===== config.mk =====
export PLATFORM = sky130hd
export DESIGN_NAME = key_input_conditioner
export DESIGN_NICKNAME = d
export VERILOG_FILES = /design/src/rtl/key_input_conditioner.sv
export SDC_FILE = /design/constraint.sdc
export NUM_CORES = 1
export LEC_CHECK = 0
export BUFFER_PORTS_ARGS = -buffer_cell sky130_fd_sc_hd__buf_4
export CORE_ASPECT_RATIO = 1.1
export CORE_MARGIN = 2
export CORE_UTILIZATION = 45
export DETAILED_ROUTE_END_ITERATION = 6
export GPL_TIMING_DRIVEN = 0
export PLACE_DENSITY = 0.72
export RECOVER_POWER = 50
export SKIP_LAST_GASP = 1
export SYNTH_ARGS = -nofsm -noshare
export SYNTH_HDL_FRONTEND = slang
export SYNTH_SLANG_ARGS = --single-unit

===== constraint.sdc =====
create_clock -name clk -period 3.65 [get_ports clk]
set_clock_uncertainty 0.05 [all_clocks]
set_input_delay 0 -clock clk [delete_from_list [all_inputs] [get_ports clk]]
set_output_delay 0 -clock clk [all_outputs]
set_load 0.01 [all_outputs]

===== src/rtl/key_input_conditioner.sv =====
// key_input_conditioner
//   Turns raw board buttons and switches into clean signals for the calculator core.
//   Every input passes through a two-flop synchroniser and a debouncer. Buttons also
//   go through a press-detect FSM that emits one-cycle key pulses.
//
// Ports
//   clk        system clock, rising edge
//   rst        asynchronous active-high reset
//   key_raw    raw buttons, active-low (bit0 -> pulse 2'b01, bit1 -> pulse 2'b10)
//   sw_raw     raw switches, polarity passed through
//   key_out    registered one-cycle press pulse, never 2'b11
//   key_level  debounced pressed level, active-high
//   sw_out     debounced switch level, same polarity as sw_raw
//   busy       any debounce counter nonzero, or a deferred key pulse pending
module key_input_conditioner #(
   parameter int unsigned DEBOUNCE_CYCLES = 50000,
   parameter int unsigned CNT_W           = 16,
   parameter int unsigned N_SW            = 4
) (
   input  logic            clk,
   input  logic            rst,
   input  logic [1:0]      key_raw,
   input  logic [N_SW-1:0] sw_raw,
   output logic [1:0]      key_out,
   output logic [1:0]      key_level,
   output logic [N_SW-1:0] sw_out,
   output logic            busy
);

   // Channels 0..1 are the buttons, 2..N_CH-1 the switches.
   localparam int unsigned     N_CH     = N_SW + 2;
   localparam logic [CNT_W-1:0] CNT_LAST = CNT_W'(DEBOUNCE_CYCLES - 1);

   typedef enum logic {StIdle, StPressed} key_st_e;

   logic [N_CH-1:0]  raw;
   logic [N_CH-1:0]  sync1_q, sync2_q;
   logic [N_CH-1:0]  stable_q, stable_d;
   logic [CNT_W-1:0] cnt_q [N_CH];
   logic [CNT_W-1:0] cnt_d [N_CH];
   logic [N_CH-1:0]  cnt_nz;
   key_st_e          key_st_q [2];
   key_st_e          key_st_d [2];
   logic [1:0]       press_ev;
   logic [1:0]       key_out_d;
   logic             pending_q, pending_d;

   assign raw = {sw_raw, key_raw};

   // Synchroniser, debounce state. Idle (released) level is 1 on every channel.
   always_ff @(posedge clk or posedge rst) begin
      if (rst) begin
         sync1_q  <= '1;
         sync2_q  <= '1;
         stable_q <= '1;
         for (int i = 0; i < N_CH; i++) cnt_q[i] <= '0;
      end else begin
         sync1_q  <= raw;
         sync2_q  <= sync1_q;
         stable_q <= stable_d;
         for (int i = 0; i < N_CH; i++) cnt_q[i] <= cnt_d[i];
      end
   end

   // A level is accepted only after DEBOUNCE_CYCLES consecutive differing samples;
   // any agreeing sample in between restarts the count.
   always_comb begin
      stable_d = stable_q;
      cnt_nz   = '0;
      for (int i = 0; i < N_CH; i++) begin
         cnt_d[i]  = '0;
         cnt_nz[i] = |cnt_q[i];
         if (sync2_q[i] != stable_q[i]) begin
            if (cnt_q[i] == CNT_LAST) begin
               stable_d[i] = sync2_q[i];
            end else begin
               cnt_d[i] = cnt_q[i] + 1'b1;
            end
         end
      end
   end

   // Button FSMs: a press event fires only on the IDLE -> PRESSED transition.
   always_comb begin
      press_ev  = '0;
      key_level = '0;
      for (int i = 0; i < 2; i++) begin
         key_st_d[i] = key_st_q[i];
         unique case (key_st_q[i])
            StIdle: begin
               if (!stable_q[i]) begin
                  key_st_d[i] = StPressed;
                  press_ev[i] = 1'b1;
               end
            end
            StPressed: begin
               key_level[i] = 1'b1;
               if (stable_q[i]) key_st_d[i] = StIdle;
            end
            default: key_st_d[i] = StIdle;
         endcase
      end
   end

   // Key 0 wins a same-cycle collision; key 1 is deferred by one cycle. A key-1
   // event arriving while one is already deferred merges into it.
   always_comb begin
      key_out_d = 2'b00;
      pending_d = pending_q;
      if (press_ev[0]) begin
         key_out_d = 2'b01;
         pending_d = pending_q | press_ev[1];
      end else if (pending_q || press_ev[1]) begin
         key_out_d = 2'b10;
         pending_d = 1'b0;
      end
   end

   always_ff @(posedge clk or posedge rst) begin
      if (rst) begin
         key_st_q[0] <= StIdle;
         key_st_q[1] <= StIdle;
         key_out     <= 2'b00;
         pending_q   <= 1'b0;
      end else begin
         key_st_q[0] <= key_st_d[0];
         key_st_q[1] <= key_st_d[1];
         key_out     <= key_out_d;
         pending_q   <= pending_d;
      end
   end

   assign sw_out = stable_q[N_CH-1:2];
   assign busy   = (|cnt_nz) | pending_q;

endmodule


==> metrics.txt, run 1 <==
critical path's top delay family=simple AND/OR/NAND/NOR gates; GRT overflow=0; FMAX=0.448 GHz; Reg2Reg Launch Point=cnt_q[16]; GRT Util Overall=0.178; final hold vios=0; worst path cell trace=inv_1 -> ha_1 -> nor4b_1 -> nand2_1 -> nor4_1 -> nand3_1 -> buf_4; status=finished with violations; Slew Viols, Final=45; Clk Latency, worst-skew pair=0.42 ns; cts bufs inserted=17; worst ir drop on vdd=0.262 mV; worst relative slew slack=-0.347; CTS tree=built; CP bufs+invs=2; CTS clk-pin slew, worst paths=0.05 ns; crit path time final=2.23 ns; H-Tree Depth=4; syn nets=602; die area=13900 sq um; most common cell after layout, fill and taps aside=nor2_1; sequential standard cell area=3000 sq um; register area share after synthesis=0.515; vias in the first global route=4230; failing checks=max-capacitance violations, max-slew violations; drt wl/cell=14.1 um; Worst Setup End Kind=primary output; first-pass iteration count of the detailed router=4; drt total wl=11200 um; DP Area=6170 sq um; stages on the worst setup path=7; post-route cell area=6780 sq um; chip height=123 um; CTS Buffer Depth=2; Ports=17; die width=113 um; leakage=0.00279 uW; CP Class=flop to primary output; Setup violations, final=0; Syn. warnings=0; Tot Pwr=3040 uW; largest net degree at the start of global routing=76; commonest cells after routing, fill and taps aside=nor2_1, dfrtp_1, xnor2_1; Iteration-0 DRC Markers=203; Yosys cell types=36; R2R depth=5; hold_ws=0.186 ns; HPWL after DPL=7640 um; CTS resizes=0; HP Class=primary input to flop; Vias/cell=5.35; Gate Count Post-Synth=582; Core Box Area=12600 sq um; Ant. Diodes=0; CTS Sinks=119; critical-path maximum fanout=5; Data arrival, critical path=2.18 ns; Critical Path Slowest Stage Cell=dfrtp_1; final period utilization=0.611; layout filler cell count=1065; share of cells above drive strength 1=0.141; GP Congestion=0.859; clock root buffer=clkbuf_16; reg2reg end=cnt_q[28]; Least-Margin Pin Slew=2.01 ns; num rows=43; first-pass GRT wire length=19400 um; RSZ-0062 raised after global routing=false; Critical Path Source Type=flop; Critical Path RT=3.60 ns; initial antenna violation count=0; antenna viol nets, final=0; # DRC=0; Hold Buf Count CTS=7; crit path to=busy; Syn Area/Cell=10.0 sq um; I/O Buffers=16; Critical Path Max Stage Delay=0.42 ns; Crit. Startpoint=cnt_q[32]; Starting Density=0.461; synthesis-to-layout area growth=16.3%; Final nets=645; postcts setup bufs=0; vias=4250; r2r setup slk=1.58 ns; number of synthesized register bits=119; Max Cap Violations=1; pwr dens=448 nW/um^2; area used by multi-input combinational logic=2570 sq um; Synth Cell Area=5830 sq um
-- worst min path at each step --
| stage | from | to | slack [ns] | depth (start not counted) |
|---|---|---|---|---|
| after global placement | sw_raw[3] | sync1_q[5] | 0.06 | 1 |
| final | key_raw[1] | sync1_q[1] | 0.19 | 2 |
| after global routing | key_raw[1] | sync1_q[1] | 0.17 | 2 |
| after CTS | rst | cnt_q[58] | 0.16 | 3 |
| after floorplan | key_raw[0] | sync1_q[0] | -0.05 | 0 |
| after detailed placement | rst | cnt_q[58] | 0.06 | 2 |
-- report_power, final --
group / switching [uW] / internal (uW)
clock network: 589 / 946
registers: 24.3 / 1350
logic: 78.7 / 52.8
total: 692 / 2350
-- cell families (layout without fill, tap and decap cells) --
| logic type | Yosys count | in the layout | synth area share |
|---|---|---|---|
| XOR/XNOR | 85 | 85 | 0.128 |
| multiplexers | 5 | 5 | 0.00966 |
| AO/OA/AOI/OAI | 15 | 15 | 0.0339 |
| buffers and inverters | 54 | 110 | 0.0449 |
| adder cells (fa/ha/maj) | 12 | 12 | 0.0258 |
| flip-flops | 119 | 119 | 0.515 |
| AND/OR/NAND/NOR | 292 | 292 | 0.243 |
-- synth_stat cells, drive strengths merged --
cell type / instances / area (sq um)
nor2: 115 / 432
nand4: 24 / 150
or4: 1 / 7.51
nor3: 29 / 145
clkbuf: 3 / 13.8
o31ai: 1 / 7.51
o41ai: 6 / 146
buf: 13 / 105
and3: 2 / 12.5
nor4: 39 / 250
or2: 3 / 18.8
a31o: 1 / 8.76
nand2: 32 / 123
a21oi: 5 / 25.0
o21ai: 2 / 10.0
dfrtp: 101 / 2530
xnor2: 67 / 587
inv: 38 / 143
and4: 4 / 35.0
mux2: 5 / 56.3
nand3: 35 / 180
nor4b: 4 / 35.0
xor2: 18 / 158
or4b: 1 / 10.0
ha: 12 / 150
dfstp: 18 / 473
or3: 3 / 18.8
-- cell type report --
type,instances,area share
flip-flops and latches,119,0.443
multi-input cells,409,0.378
clock buffers,20,0.0659
repair buffers,24,0.0299
well taps,157,0.0290
inverters,38,0.0212
plain buffers,16,0.0175
clock inverters,12,0.0155
-- routing by layer --
layer / vias up / global-route usage / part of all wire
met5: - / 0 / 0
met4: 0 / 0.0907 / 0.027
met3: 23 / 0.0559 / 0.038
met2: 86 / 0.297 / 0.50
met1: 2072 / 0.208 / 0.44
li1: 2069 / - / -
-- flip-flops by register name, indices dropped and copies added (netlist names) --
register   cells
stable_q       6
key_out        2
sync1_q        6
pending_q      1
key_st_q       2
sync2_q        6
cnt_q         96
-- per-stage QoR --
stage	setup WS, ns	setup TNS [ns]	util	instances
6_report	1.42	0	0.536	795
5_1_grt	1.25	0	0.536	795
4_1_cts	1.36	0	0.538	795
3_5_place_dp	1.61	0	0.488	756
3_3_place_gp	-0.750	-75.15	0.486	755
2_1_floorplan	0.472	0	-	582
(Power assumes the default switching activity.)
==> run 2: changes to the inputs <==
--- a/config.mk
+++ b/config.mk
@@ -11,7 +11,7 @@
 export CORE_UTILIZATION = 45
 export DETAILED_ROUTE_END_ITERATION = 6
 export GPL_TIMING_DRIVEN = 0
-export PLACE_DENSITY = 0.72
+export PLACE_DENSITY = 0.74
 export RECOVER_POWER = 50
 export SKIP_LAST_GASP = 1
 export SYNTH_ARGS = -nofsm -noshare
==> constraint.sdc (replaced) <==
create_clock -name clk -period 1.9 [get_ports clk]
set_clock_uncertainty 0.05 [all_clocks]
set_input_delay 0 -clock clk [delete_from_list [all_inputs] [get_ports clk]]
set_output_delay 0 -clock clk [all_outputs]
set_load 0.01 [all_outputs]
==> run 2 against run 1 <==
  * The run ends with negative setup slack left
  * Sequential power increased by 93%
  * Sequential share of layout area decreased by 3.0 points
  * Clock-buffer cell count decreased by 1
  * Worst setup slack got worse by 1.7 ns
  * Register-to-register slack got worse by 1.6 ns
  * Worst hold slack got worse by 0.011 ns
  * Sequential cell count unchanged
  * Design area increased by 7.4%
  * Clock power increased by 110%
  * Highest routed layer unchanged
==> metrics.txt, run 2 (synthesis results as in run 1) <==
first-pass iteration count of the detailed router=7 (+3); drt wl/cell=15.2 um (+7.7%); final hold vios=0 (unchanged); largest net degree at the start of global routing=43 (-43%); GP Congestion=0.866 (+0.80%); Final nets=667 (+3.4%); HP Class=primary input to async pin; FMAX=0.468 GHz; R2R depth=6 (+1); worst ir drop on vdd=0.514 mV (+96%); H-Tree Depth=4 (unchanged); first-pass GRT wire length=20400 um (+5.1%); clock power share=0.519 (+0.014); antenna viol nets, final=0 (unchanged); crit path time final=2.14 ns; CTS tree=built; Critical Path RT=1.85 ns (-1.75 ns); chip height=123 um (unchanged); die area=13900 sq um (unchanged); status=finished with violations; I/O Buffers=16 (unchanged); reg2reg end=cnt_q[5]; DP Worst Slack=-0.168 ns (-1.78 ns); vias in the first global route=4453 (+5.3%); CTS Sinks=119 (unchanged); Logic pwr share=0.053 (+0.010); Critical Path Source Type=flop; crit path setup slack, layout=-0.236 ns (-1.66 ns); CP Class=flop to primary output; die width=113 um (unchanged); critical-path maximum fanout=6 (+1); Vias/cell=5.45 (+2.0%); Ports=17 (unchanged); r2r setup slk=-0.05 ns (-1.63 ns); Reg2Reg Launch Point=cnt_q[5]; Ant. Diodes=0 (unchanged); Pint=4740 uW (+100%); RSZ-0062 raised after global routing=true; GRT Util Overall=0.185 (+0.00688); # DRC=0 (unchanged); synthesis-to-layout area growth=24.9%; initial antenna violation count=0 (unchanged); vias=4455 (+4.8%); clock root buffer=clkbuf_16; max reg flops=96 (unchanged); commonest cells after routing, fill and taps aside=nor2_1, dfrtp_1, xnor2_1; HPWL after DPL=7890 um (+3.4%); Core Box Area=12600 sq um (unchanged); worst relative slew slack=0.483 (+0.830); Worst Setup End Kind=primary output; GRT overflow=0 (unchanged); Clk Latency, worst-skew pair=0.43 ns (about the same); Net Switching=1420 uW (+100%); Setup violations, final=12 (+12); most common cell after layout, fill and taps aside=nor2_1; Data arrival, critical path=2.09 ns (-0.09 ns); leakage=0.00298 uW (+6.9%); Starting Density=0.461 (unchanged); num rows=43 (unchanged); cts bufs inserted=17 (unchanged); Iteration-0 DRC Markers=253 (+25%); Least-Margin Pin Slew=0.775 ns (-1.23 ns); share of cells above drive strength 1=0.250 (+0.109); pwr dens=846 nW/um^2 (+89%); sw frac=0.230 (+0.00246); drt total wl=12400 um (+11%); Max Cap Violations=0 (-1); Slew Viols, Final=0 (-100%); failing checks=negative setup slack; CTS clk-pin slew, worst paths=0.06 ns (about the same); CTS Buffer Depth=2 (unchanged); register with the most flip-flops=cnt_q; setup TNS=-0.676 ns (-0.676 ns); Reg power frac=0.428 (-0.024); final period utilization=1.12
## run 2: area by class of cell
cell class / count / area, sq um
clock inverter: 13 / 149
fill: 963 / 5360
tap: 157 / 196
timing repair buffer: 47 / 400
clock buffer: 19 / 453
multi-input combinational: 409 / 2810
buffer: 15 / 121
sequential: 119 / 3010
inverter: 38 / 144
## run 2: layer usage
layer  wire length, um  part of all wire  GRT usage  vias to the layer above
li1                  -                 -          -                     2115
met1              5210              0.42      0.217                     2212
met2              6450              0.52      0.325                      101
met3               467             0.038     0.0471                       27
met4               254             0.021     0.0793                        0
met5                 0                 0          0                        -
## run 2: power by group through the flow
stage	Sequential [uW]	Clock [uW]	Combinational, uW
after global placement	2680	0	231
after floorplan	2670	0	173
after detailed placement	2680	0	255
after global routing	2640	3360	367
final	2640	3200	326
after CTS	2640	3270	291
## run 2: worst max-delay path by stage
stage / startpoint / to / slack (ns)
6_report: cnt_q[34] / busy / -0.24
3_3_place_gp: rst / cnt_q[45] / -0.29
4_1_cts: cnt_q[0] / busy / -0.20
3_5_place_dp: cnt_q[64] / cnt_q[78] / -0.17
2_1_floorplan: cnt_q[16] / cnt_q[23] / 0.15
5_1_grt: cnt_q[32] / busy / -0.30
## run 2: repair_timing
action | in CTS | in global routing
hold buffers | 7 | 0
pin swaps | 8 | 28
gates cloned | 0 | 3
buffers inserted | 6 | 12
endpoints found under the setup margin | 59 | 73
endpoints found under the hold margin | 80 | 0
gates resized for setup | 8 | 54
## run 2: metrics by stage
| step | power [uW] | instance area [sq um] | instances | hold slack [ns] | util |
|---|---|---|---|---|---|
| after detailed placement | 2930 | 6210 | 758 | -0.0262 | 0.491 |
| after CTS | 6190 | 6970 | 803 | 0.0742 | 0.552 |
| final | 6160 | 7280 | 817 | 0.175 | 0.576 |
| after global routing | 6370 | 7280 | 817 | 0.187 | 0.576 |
| after global placement | 2910 | 6150 | 755 | 0.0589 | 0.486 |
| after floorplan | 2840 | 5830 | 582 | -0.0455 | - |
## run 2: worst max-delay path: stages (launching register included)
cell     delay (ns)
dfrtp_1        0.47
nor4_1         0.36
nand4_1        0.22
nor4_2         0.29
nand3_1        0.14
buf_4          0.18
